[src/rtl/shift_add_controller_pkg.sv]
// Shared definitions for the shift-add multiplier: controller state encoding and default width.
package shift_add_controller_pkg;

    localparam int N_DEFAULT = 4;

    typedef enum logic [1:0] {
        S_IDLE    = 2'd0,
        S_ADD_CHK = 2'd1,
        S_SHIFT   = 2'd2,
        S_DONE    = 2'd3
    } state_t;

endpackage

[src/rtl/shift_add_controller_step_counter.sv]
// N-step shift counter; K flags that the shift in progress is the last one of the run.
module step_counter
    import shift_add_controller_pkg::*;
#(
    parameter int N = N_DEFAULT
) (
    input  logic Clk,
    input  logic Reset,
    input  logic Clr,
    input  logic Inc,
    output logic K
);

    localparam int CW = $clog2(N);

    logic [CW-1:0] count;

    // Clear beats increment so a Load always starts the run from zero.
    always_ff @(posedge Clk) begin
        if (Reset || Clr)
            count <= '0;
        else if (Inc)
            count <= count + CW'(1);
    end

    assign K = (count == CW'(N - 1));

endmodule

[src/rtl/shift_add_controller.sv]
// Control FSM for the shift-add multiplier: sequences Load/Ad/Sh and owns the step counter.
module shift_add_controller
    import shift_add_controller_pkg::*;
#(
    parameter int N = N_DEFAULT
) (
    input  logic Clk,
    input  logic Reset,
    input  logic St,
    input  logic M,
    output logic Load,
    output logic Ad,
    output logic Sh,
    output logic Done,
    output logic Busy
);

    state_t state, state_nx;
    logic   k;
    logic   load_d, ad_d, sh_d;

    step_counter #(.N(N)) u_cnt (
        .Clk   (Clk),
        .Reset (Reset),
        .Clr   (Load),
        .Inc   (Sh),
        .K     (k)
    );

    always_ff @(posedge Clk) begin
        if (Reset)
            state <= S_IDLE;
        else
            state <= state_nx;
    end

    always_comb begin
        state_nx = state;
        load_d   = 1'b0;
        ad_d     = 1'b0;
        sh_d     = 1'b0;
        case (state)
            S_IDLE: begin
                if (St) begin
                    load_d   = 1'b1;
                    state_nx = S_ADD_CHK;
                end
            end
            S_ADD_CHK: begin
                if (M) begin
                    ad_d     = 1'b1;
                    state_nx = S_SHIFT;
                end else begin
                    sh_d     = 1'b1;
                    state_nx = k ? S_DONE : S_ADD_CHK;
                end
            end
            S_SHIFT: begin
                sh_d     = 1'b1;
                state_nx = k ? S_DONE : S_ADD_CHK;
            end
            S_DONE: begin
                if (!St)
                    state_nx = S_IDLE;
            end
            default: state_nx = S_IDLE;
        endcase
    end

    // Strobes act on the datapath at the same edge as Reset, so Reset must mask them.
    assign Load = load_d && !Reset;
    assign Ad   = ad_d   && !Reset;
    assign Sh   = sh_d   && !Reset;
    assign Done = (state == S_DONE);
    assign Busy = (state == S_ADD_CHK) || (state == S_SHIFT);

endmodule

[config.mk]
export PLATFORM = sky130hd
export DESIGN_NAME = shift_add_controller
export DESIGN_NICKNAME = d
export VERILOG_FILES = /design/src/rtl/shift_add_controller_pkg.sv /design/src/rtl/shift_add_controller_step_counter.sv /design/src/rtl/shift_add_controller.sv
export SDC_FILE = /design/constraint.sdc
export NUM_CORES = 1
export LEC_CHECK = 0
export CAP_MARGIN = 20
export CORE_AREA = 5 5 42 44
export DETAILED_ROUTE_END_ITERATION = 7
export DIE_AREA = 0 0 47 49
export PLACE_DENSITY = 0.57
export SYNTH_ARGS = -nofsm -noshare
export SYNTH_HDL_FRONTEND = slang
export SYNTH_SLANG_ARGS = --single-unit
[constraint.sdc]
create_clock -name Clk -period 1.6 [get_ports Clk]
set_input_delay 0.24 -clock Clk [delete_from_list [all_inputs] [get_ports Clk]]
set_output_delay 0.24 -clock Clk [all_outputs]
set_load 0.05 [all_outputs]
# Word level (Yosys, flattened, before mapping)
# Index checks and enable logic that the tools add are counted.
# op_classes
n_addsub,1
n_eq_ne,6
mux,11
reduce_logical,8
# ops
op,n
$mux 2,4
$pmux 2 s4,1
$eq 2x2->1 const B,3
$mux 1,5
$ne 2x2->1 const B,2
$logic_and 1x1->1,3
$add 2x1->2 const B,1
$eq 2x1->1 const B,1
$logic_not 2->1,1
$logic_or 1x1->1,2
$pmux 1 s2,1
$reduce_and 2->1,1
$logic_not 1->1,1
# word_totals
regBits,4
in_bits,4
output_inout_bits,5
wordCells,28

# Logic depth before layout (Yosys ltp)
# Gate-level depths: netlist (run 1).
# depth
depth_word,4
ltp_mapped,5
mapped_depth_nobuf,5

# Hierarchy
# A second synthesis (run 1) with hierarchy kept.
# unflattened
cells_unflattened,31
hier_area_um2,289.0
# by_module_without_submodules
module,n_inst,cells_each,area_each_um2,seq_area_each_um2
shift_add_controller,1,24,197.7,40.0
step_counter,1,7,91.3,40.0

# Least setup slack after synthesis (run 1)
# Ideal clock, no wire load.
# synth_path
kind,register to register
start,register state[0]
end,register u_cnt.count[0]
setup_time_ns,0.072
arrival_time_ns,1.686
required_time_ns,1.528
path_slack_ns,-0.157
stages_incl_launch_ff,6
path_buffers,0
synth_period_minus_slack_ns,1.757
cell_sequence,dfxtp_1 > inv_1 > ha_1 > nand2b_4 > a21oi_4 > mux2i_1
# synth_between
word_cells_on_any_way,8
cone_classes,eq/ne (2); mux (2); reduce/logical (4)
# synth_lines
item,line,source
start: declaration,shift_add_controller.sv:18,"state_t state, state_nx;"
start signal: assignment,shift_add_controller.sv:34,state <= state_nx;
$eq 2x2->1 / $eq 2x1->1 (equally long branches),shift_add_controller.sv:42,case (state)
$pmux 1 s2 (*),shift_add_controller.sv:42,
$logic_and 1x1->1 (*),shift_add_controller.sv:73,assign Sh = sh_d && !Reset;
via Sh,shift_add_controller.sv:13,"output logic Sh,"
end signal: assignment,shift_add_controller_step_counter.sv:23,count <= count + CW'(1);
end: declaration,shift_add_controller_step_counter.sv:16,logic [CW-1:0] count;
# The timed path passes the listed nets; every way through them passes the cells marked *.
# A chain may end at the register's enable or synchronous reset.

# Final worst setup path (run 1)
# layout_path
start,register state[0]
end,output Sh
# layout_between
elab_chain_cells,3
word_cells_on_any_way,4
cone_classes,eq/ne (2); mux (1); reduce/logical (1)
# layout_lines
item,line
$eq 2x2->1 / $eq 2x1->1 (equally long branches),shift_add_controller.sv:42
$pmux 1 s2 (*),shift_add_controller.sv:42
$logic_and 1x1->1 (*),shift_add_controller.sv:73
end: declaration,shift_add_controller.sv:13
# Mark *: on every way between the ends. The rest lies on a longest branch, timed or not.

==> impl_metrics.tcl, run 1 <==
set metrics [dict create \
    synthCells 34 \
    antenna_cells 0 \
    cp_data_required_time_ns 1.36 \
    finalSetupViolCount 0 \
    power_frac_comb_pct 42.4 \
    crit_cells 5 \
    synth.most_common_cell "nand2_1" \
    drv_cap 0 \
    cts-htree-levels 1 \
    fin_nets 60 \
    die_x_um 47 \
    start_kind "flop" \
    grt_pass1_wl_um 1080 \
    crit_family "flip-flops" \
    drtAntennaViolNets 0 \
    synth_area_per_cell_um2 9.13 \
    drt_iter0_drc 4 \
    hold_class "flop to flop" \
    max_freq_ghz 0.650 \
    critical_path_buf_inv_count 2 \
    root_buffer "clkbuf_4" \
    vias 280 \
    p_leak_nw 0.229 \
    clk_pin_slew_worst_paths_ns 0.04 \
    slew_headroom_pct 79.6 \
    syn_nets 43 \
    ys.warnings.count 0 \
    antenna_found_initial 0 \
    clk_latency_ns 0.23 \
    path_class "flop to output pin" \
    clock_sinks 4 \
    post_drt_via_cell_ratio 4.31 \
    cts_buffer_depth 2 \
    synthDistinctLibCells 14 \
    timing.rr.start "state[0]$_SDFFE_PP0P_" \
    grt-ovfl-total 0 \
    synth_area_leaders "dfxtp_1 26%, ha_1 20%, mux2i_1 9.7%, nand2b_4 8.9%, nand2_1 7.3%" \
    reg2reg_setup_slack_ns 0.22 \
    power_per_cell_area_nw_per_um2 774 \
    synth_seq_cells 4 \
    end_kind "output pin" \
    tightest_slew_ns 0.306 \
    drv_slew 0 \
    post_drt_wl_per_cell_um 9.49 \
    skew_ns 0.000487 \
    async_flop_share_pct 0 \
    reg2regPathDepth 7 \
    vdd_ir_drop_max_mv 0.328 \
    drcViolationCount 0 \
    critPathArrivalTime_ns 1.30 \
    grt_max_degree 7 \
    path_cells "inv_1, ha_4, nand2b_4, a21oi_4, buf_12" \
    die_area_um2 2300 \
    row_count 14 \
    hold-worst-slack_ns 0.464 \
    synth_top_cell_by_area "dfxtp_1" \
    p_sw_mw 0.133 \
    fin_crit_ns 1.54 \
    fin_crit_sh_pct 96.1 \
    switching_share_pct 32.3 \
    hold_viol 0 \
    area_delta_synth_final_pct 71.0 \
    p_clk_share_pct 30.2 \
    dr.pass1.iters 4 \
    worstPathMaxFanout 4 \
    hold_depth 2 \
    internal_power_mw 0.278 \
    cts_buffers 3 \
    core_um2 1400 \
    layout-drive-gt1-share_pct 40.8 \
    synth_edf_count 0 \
    timing.rr.end "u_cnt.count[1]$_SDFFE_PP0P_" \
    first_global_vias 280 \
    max_stage_delay_ns 0.35 \
    gp_congestion 0.757 \
    seq_area_frac_synth_pct 25.8 \
    io_buffer_count 8 \
    status "complete, no violations" \
    synth_ff_type "dfxtp_1" \
    dp_hpwl_um 495 \
    syn_area_um2 310 \
    critPathSlowestCell "dfxtp_2" \
    seqPwrFrac_pct 27.4 \
    die_h_um 49 \
    initial_core_util_pct 22.1 \
    grtUsageTotal_pct 6.82 \
    final_util_pct 37.9 \
    cts_tree "yes" \
    hold_path_startpoint "u_cnt.count[1]$_SDFFE_PP0P_" \
    wirelength_um 617 \
    io_pins 9 \
    synth_top_area_share_pct 25.8 \
    ys_top_cells_by_count "6 x nand2_1, 5 x ha_1, 4 x dfxtp_1" \
    holdPathEnd "u_cnt.count[1]$_SDFFE_PP0P_" \
]
## tightest hold or removal path: stages (launching register included)
cell and delay, ns:
dfxtp_1 0.30, nand2_1 0.05, mux2i_1 0.05
## logic make-up (layout without fill, tap and decap cells)
logic type                 Yosys count  in the layout  synth area share [%]
muxes                                3              3                  9.68
AOI/OAI and AO/OA                    7              7                  19.0
buffers and inverters                3             18                  3.63
DFF                                  4              4                  25.8
adders and majority gates            5              5                  20.2
and+or+nand+nor                     12             12                  21.8
## area by class of cell
type | instances | area, um^2
Clock buffer | 3 | 22.5
Fill cell | 158 | 871
Inverter | 3 | 11.3
Multi-Input combinational cell | 27 | 234
Sequential cell | 4 | 82.6
Tap cell | 16 | 20.0
Timing Repair Buffer | 12 | 160
## layer usage
metal | part of all wire (%) | global-route usage [%] | vias to the layer above
li1 | - | - | 148
met3 | 12 | 5.90 | 2
met4 | 1.3 | 4.15 | 0
met2 | 40 | 8.14 | 11
met1 | 46 | 7.88 | 119
met5 | 0 | 0 | -
## registers in the layout (all words and copies together), names as in the netlist
| register | flops |
|---|---|
| state | 2 |
| u_cnt.count | 2 |
## cells in the final DEF (no fill, tap or decap), types with 2 or more instances in the layout
cell type        Yosys  layout
nand2_1              6       6
buf_12               0       5
buf_4                0       4
nor2_1               3       3
mux2i_1              3       3
ha_1                 5       3
clkbuf_4             0       3
clkdlybuf4s50_1      0       3
inv_1                3       2
nand2b_4             2       2
a21oi_1              2       2
dfxtp_2              0       2
dfxtp_1              4       2
## power by group through the flow
stage / clock, mW / combinational [mW] / sequential (mW)
after floorplan: 0 / 0.107 / 0.111
after global placement: 0 / 0.169 / 0.113
after detailed placement: 0 / 0.169 / 0.113
after CTS: 0.130 / 0.171 / 0.112
after global routing: 0.139 / 0.188 / 0.113
final: 0.124 / 0.174 / 0.112
## repair_timing
| action | 4_1_cts | 5_1_grt |
|---|---|---|
| resized for setup | 3 | 1 |
| pin swaps | 0 | 1 |
| setup endpoints to repair | 2 | 2 |
| buffers inserted | 0 | 2 |
| hold buffers | 0 | 0 |
## through the flow
step | total power [mW] | area (um^2) | instances | setup WS (ns) | setup TNS (ns)
2_1_floorplan | 0.218 | 323 | 34 | -0.00367 | -0.00367
6_report | 0.411 | 531 | 65 | 0.0618 | 0
5_1_grt | 0.440 | 531 | 65 | -0.00103 | -0.00103
3_5_place_dp | 0.281 | 488 | 60 | 0.166 | 0
4_1_cts | 0.414 | 514 | 63 | 0.0174 | 0
3_3_place_gp | 0.281 | 488 | 60 | 0.177 | 0
## worst max-delay path by stage
stage / slack, ns / endpoint / from
after global routing: -0.001 / Sh / state[0]$_SDFFE_PP0P_
after CTS: 0.02 / Sh / state[0]$_SDFFE_PP0P_
after floorplan: -0.004 / Ad / state[1]$_SDFFE_PP0P_
after global placement: 0.18 / state[0]$_SDFFE_PP0P_ / St
after detailed placement: 0.17 / Load / St
final: 0.06 / Sh / state[0]$_SDFFE_PP0P_
No activity file was read; power rests on OpenSTA's default activity.
==> run 2: changes to the inputs <==
--- a/config.mk
+++ b/config.mk
@@ -10,6 +10,8 @@
 export DETAILED_ROUTE_END_ITERATION = 7
 export DIE_AREA = 0 0 47 49
 export PLACE_DENSITY = 0.57
+export SLEW_MARGIN = 30
 export SYNTH_ARGS = -nofsm -noshare
 export SYNTH_HDL_FRONTEND = slang
 export SYNTH_SLANG_ARGS = --single-unit
+export TNS_END_PERCENT = 100
==> results of run 2 <==
The final DEF is identical to that of run 1; final timing and power are the same.
==> run 3: changes to the inputs <==
--- a/config.mk
+++ b/config.mk
@@ -7,10 +7,11 @@
 export LEC_CHECK = 0
 export CAP_MARGIN = 20
 export CORE_AREA = 5 5 42 44
+export CTS_CLUSTER_DIAMETER = 150
 export DETAILED_ROUTE_END_ITERATION = 7
 export DIE_AREA = 0 0 47 49
 export PLACE_DENSITY = 0.57
-export SLEW_MARGIN = 30
+export SLEW_MARGIN = 40
 export SYNTH_ARGS = -nofsm -noshare
 export SYNTH_HDL_FRONTEND = slang
 export SYNTH_SLANG_ARGS = --single-unit
==> results of run 3 <==
The final DEF is identical to that of run 1; final timing and power are the same.
